[config.mk]
export PLATFORM = sky130hd
export DESIGN_NAME = jtcontra_snd_cmd
export DESIGN_NICKNAME = d
export VERILOG_FILES = /design/src/rtl/jtcontra_snd_cmd.sv
export SDC_FILE = /design/constraint.sdc
export NUM_CORES = 1
export LEC_CHECK = 0
export CAP_MARGIN = 0
export CORE_MARGIN = 2
export CORE_UTILIZATION = 55
export DETAILED_ROUTE_END_ITERATION = 8
export PLACE_DENSITY = 0.76
export SETUP_SLACK_MARGIN = 0.2
export SLEW_MARGIN = 20
export SYNTH_ARGS = -nofsm -noshare
export SYNTH_HDL_FRONTEND = slang
export SYNTH_SLANG_ARGS = --single-unit
[constraint.sdc]
create_clock -name clk -period 2.7 [get_ports clk]
set_input_delay 0.54 -clock clk [delete_from_list [all_inputs] [get_ports clk]]
set_output_delay 0.54 -clock clk [all_outputs]
set_load 0.02 [all_outputs]
[src/rtl/jtcontra_snd_cmd.sv]
// Main-to-sound CPU command path: a small FIFO feeding an 8-bit latch, with an
// IRQ pulse per command and a wait for the sound CPU to read it (or time out).
//
// state | meaning
// IDLE  | no command in flight, waiting for the FIFO to hold an entry
// LOAD  | pop FIFO head into snd_latch, clear counter (one cycle)
// PULSE | snd_irq high, count PULSE_LEN cen ticks
// WAIT  | snd_irq low, wait for a latch read edge or TIMEOUT cen ticks
// GAP   | forced low cycle so consecutive IRQs always show a rising edge
module jtcontra_snd_cmd #(
  parameter int AW        = 2,
  parameter int PULSE_LEN = 8,
  parameter int TIMEOUT   = 4096
) (
  input  logic       clk,
  input  logic       rst_n,
  input  logic       cen,
  input  logic       cmd_we,
  input  logic [7:0] cmd_din,
  input  logic       latch_rd,
  input  logic       clr_ovf,
  output logic [7:0] snd_latch,
  output logic       snd_irq,
  output logic       fifo_full,
  output logic       fifo_empty,
  output logic       ovf
);

  localparam int          DEPTH    = 1 << AW;
  localparam logic [AW:0] DEPTH_C  = DEPTH[AW:0];
  localparam logic [15:0] PULSE_TC = 16'(PULSE_LEN - 1);
  localparam logic [15:0] WAIT_TC  = 16'(TIMEOUT - 1);

  typedef enum logic [2:0] {
    IDLE,
    LOAD,
    PULSE,
    WAIT,
    GAP
  } state_t;

  state_t        state, state_nx;
  logic [7:0]    mem [DEPTH];
  logic [AW-1:0] wr_ptr, rd_ptr;
  logic [AW:0]   count, count_nx;
  logic          push, pop, drop;
  logic [15:0]   cnt, cnt_nx;
  logic          lrd_q, lrd_edge;

  // A pop in LOAD frees a slot in the same cycle, so a push into a full FIFO
  // is still accepted then.
  assign pop      = (state == LOAD);
  assign push     = cmd_we && ((count != DEPTH_C) || pop);
  assign drop     = cmd_we && !push;
  assign lrd_edge = latch_rd && !lrd_q;

  always_comb begin
    count_nx = count;
    case ({push, pop})
      2'b10:   count_nx = count + 1'b1;
      2'b01:   count_nx = count - 1'b1;
      default: count_nx = count;
    endcase
  end

  // Storage is deliberately left out of reset; only pointers and count clear.
  always_ff @(posedge clk) begin
    if (push) mem[wr_ptr] <= cmd_din;
  end

  always_ff @(posedge clk or negedge rst_n) begin
    if (!rst_n) begin
      wr_ptr     <= '0;
      rd_ptr     <= '0;
      count      <= '0;
      fifo_full  <= 1'b0;
      fifo_empty <= 1'b1;
    end else begin
      if (push) wr_ptr <= wr_ptr + 1'b1;
      if (pop)  rd_ptr <= rd_ptr + 1'b1;
      count      <= count_nx;
      fifo_full  <= (count_nx == DEPTH_C);
      fifo_empty <= (count_nx == '0);
    end
  end

  always_ff @(posedge clk or negedge rst_n) begin
    if (!rst_n) begin
      ovf <= 1'b0;
    end else if (clr_ovf) begin
      ovf <= 1'b0;
    end else if (drop) begin
      ovf <= 1'b1;
    end
  end

  // The counter only advances on cen and always exits at its terminal count.
  always_comb begin
    state_nx = state;
    cnt_nx   = cnt;
    case (state)
      IDLE: begin
        if (count != '0) state_nx = LOAD;
      end
      LOAD: begin
        cnt_nx   = '0;
        state_nx = PULSE;
      end
      PULSE: begin
        if (cen) begin
          if (cnt == PULSE_TC) begin
            cnt_nx   = '0;
            state_nx = WAIT;
          end else begin
            cnt_nx = cnt + 16'd1;
          end
        end
      end
      WAIT: begin
        if (lrd_edge) begin
          state_nx = GAP;
        end else if (cen) begin
          if (cnt == WAIT_TC) state_nx = GAP;
          else                cnt_nx   = cnt + 16'd1;
        end
      end
      GAP: begin
        state_nx = IDLE;
      end
      default: begin
        state_nx = IDLE;
        cnt_nx   = '0;
      end
    endcase
  end

  always_ff @(posedge clk or negedge rst_n) begin
    if (!rst_n) begin
      state     <= IDLE;
      cnt       <= '0;
      lrd_q     <= 1'b0;
      snd_irq   <= 1'b0;
      snd_latch <= 8'h00;
    end else begin
      state   <= state_nx;
      cnt     <= cnt_nx;
      lrd_q   <= latch_rd;
      snd_irq <= (state_nx == PULSE);
      if (pop) snd_latch <= mem[rd_ptr];
    end
  end

endmodule

==> impl_metrics.toml <==
[synthesis]
synth.distinct_cells = 55
synth_fa_ha_area_share_pct = 2.91
synth-seq-cells = 71
yosys.area_share.simple_pct = 14.1
async_flop_share_pct = 54.9
synth-xor-area-share_pct = 2.15
synth_edf_count = 32
synth-compound-area-share_pct = 8.58
synth_largest_area_cell = "edfxtp_1"
synthCells = 245
ys_seq_area_share_pct = 59.3
synth_top_family_by_area = "simple AND/OR/NAND/NOR gates"
syn_nets = 266
synth.mux.area_fraction_pct = 10.8
synth_commonest_cells = "dfrtp_1, edfxtp_1, nand2_1"
ys.flop_type = "dfrtp_1"
synth_area_sq_um = 3270
ys_top_cells_by_area = "edfxtp_1, dfrtp_1, mux4_2"
synth.most_common_cell = "dfrtp_1"
netlist.area_leader.share_pct = 29.4
yosysWarnings = 0
syn_avg_cell_area_sq_um = 13.3

[drt]
wl_per_cell_um = 16.9
vias_per_cell = 5.78
ant_nets = 0
drt_iter0_drc = 197
drc_errors = 0
num_vias = 2086
postRouteWirelength_um = 6120
drt_first_pass_iters = 4

[placed_design]
gp_congestion = 0.899
placed_area_sq_um = 3610
dp_hpwl_um = 4170
io_buffers = 25

[clock_tree]
insertion_delay_ns = 0.33
numClockSinks = 71
clockRootBuffer = "clkbuf_8"
clk_pin_slew_worst_paths_ns = 0.08
clk_path_buf_depth = 2
cts_buffers = 9
htree_levels = 3
cts_tree = "built"

[floorplan]
start_util_pct = 56.2
core_area_sq_um = 5820
dieArea_sq_um = 6570
die_w_um = 81.1
rows = 28
chipHeight_um = 81.1
io_pins = 26

[layout]
syn_to_final_growth_pct = 18.0
drive_gt1_share_pct = 19.2
final_cell_area_sq_um = 3850
final_nets = 303
num_antenna_cells = 0

[worst_setup_path]
worstPathCellList = "ha_1 -> nand3_1 -> nor4_4 -> or3_4 -> a2111oi_0 -> buf_4 -> mux2i_1"
crit_path_top_delay_cell = "a2111oi_0"
start_kind = "flop"
worst-path-buf-inv = 1
rr_worst_depth = 7
end_kind = "flop"
critPathKind = "reg -> reg"
critPathMaxFanout = 5
crit_required_ns = 2.96
path_delay_family = "simple AND/OR/NAND/NOR gates"
arrival_ns = 2.59
crit_cells = 7
slowest_delay_ns = 0.51

[sta]
hold_viol = 0
period_share_pct = 86.3
maxSlewHeadroom_pct = 40.6
fin_crit_ns = 2.33
rsz0062_at_grt = "false"
max_freq_ghz = 0.429
max_slew.worst_pin.slew_ns = 0.891
setup_viol = 0
tns_ns = 0
fin_skew_ns = 0.00506
report.final.slew_viol_count = 0

[grt]
gr-usage-all-layers_pct = 21.0
grt_use_met3_pct = 3.89
grt_max_degree = 40
grt_antenna_before_repair = 0
top_usage_layer = "met2"
gr-usage-met2_pct = 31.0
grt_first_pass_wirelength_um = 10100
grt_pass1_vias = 2063
gr-total-overflow = 0
met1_usage_pct = 30.7

[power]
p_leak_nw = 1.51
total_power_mw = 3.91
p_per_area_nw_per_um2 = 1020
ir_drop_uv = 664

[run_status]
run_status = "finished clean"

[worst_hold_path]
min_path_type = "in -> async"

[flow_run]
maxCapViolations = 0
flip-flops by register name, indices dropped and copies added (netlist names):
register,flops
mem,32
rd_ptr,2
snd_irq,1
count,3
fifo_full,1
wr_ptr,2
fifo_empty,1
lrd_q,1
cnt,16
state,3
ovf,1
snd_latch,8
kinds of logic after synthesis:
family / after synthesis
and+or+nand+nor: 79
DFF: 71
xor gates and xnor gates: 8
adders and majority gates: 7
AOI/OAI and AO/OA: 40
buffers and inverters: 16
muxes: 24
power breakdown:
part | switching (mW) | internal [mW]
Combinational | 0.686 | 0.680
Clock | 0.404 | 0.523
Sequential | 0.199 | 1.42
Total | 1.29 | 2.63
cell usage in the layout (no fill, tap or decap), types with 3 or more instances in the layout:
master           count
nor2_1              13
nand3_1              5
nand2_1             16
dfrtp_1             36
mux2_2              10
a2111oi_0            4
xnor2_1              5
clkbuf_8             9
nand2b_1             8
buf_4                8
nand4_1              4
nor4_1               4
xor2_1               3
edfxtp_1            32
nor2b_1              4
o31ai_1              3
o21ai_0              8
a21oi_1             11
inv_1                9
and3_1               6
ha_1                 6
mux4_2               8
mux2i_1              6
clkdlybuf4s50_1     24
layout make-up:
type,count,area [sq um]
Clock inverter,6,93.8
Tap cell,75,93.8
Clock buffer,9,124
Inverter,9,33.8
Timing Repair Buffer,33,305
Fill cell,455,1960
Sequential cell,71,1940
Multi-Input combinational cell,158,1260
layer usage:
metal	vias to the layer above	share of wire (%)	routed length [um]
met1	1020	48	2920
li1	1005	-	-
met5	-	0	0
met2	54	47	2860
met4	0	1.2	72
met3	7	4.2	256
path summary, 6_finish.rpt:
kind | from | to | slack (ns)
setup / recovery | cnt[0] | cnt[9] | 0.37
hold / removal | rst_n | snd_latch[1] | 0.32
setup reg to reg | cnt[0] | cnt[9] | 0.37
hold reg to reg | snd_latch[3] | snd_latch[3] | 0.51
max in group asynchronous | rst_n | state[1] | 1.76
min in group clk | snd_latch[3] | snd_latch[3] | 0.51
worst reg2reg max path, delay by kind of cell, from the launching register on:
| kind | cells | cell delay [ns] |
|---|---|---|
| muxes | 1 | 0.18 |
| DFF | 1 | 0.41 |
| buffers and inverters | 1 | 0.20 |
| adders and majority gates | 1 | 0.23 |
| and+or+nand+nor | 3 | 0.73 |
| AOI/OAI and AO/OA | 1 | 0.51 |
metrics by stage:
stage               hold slack [ns]  cells  util, %  setup slack [ns]
floorplan                     0.244    245        -             0.295
global placement              0.489    344     62.2             0.145
detailed placement            0.496    344     62.2            0.0476
CTS                           0.357    359     65.9             0.219
global route                  0.398    361     66.2             0.176
finish                        0.323    361     66.2             0.369
what timing repair did:
action | CTS | global route
setup buffers | 0 | 2
gates resized for setup | 0 | 4
endpoints found under the setup margin | 0 | 3
hold buffers | 0 | 0
Power figures use the tool's default switching activity.
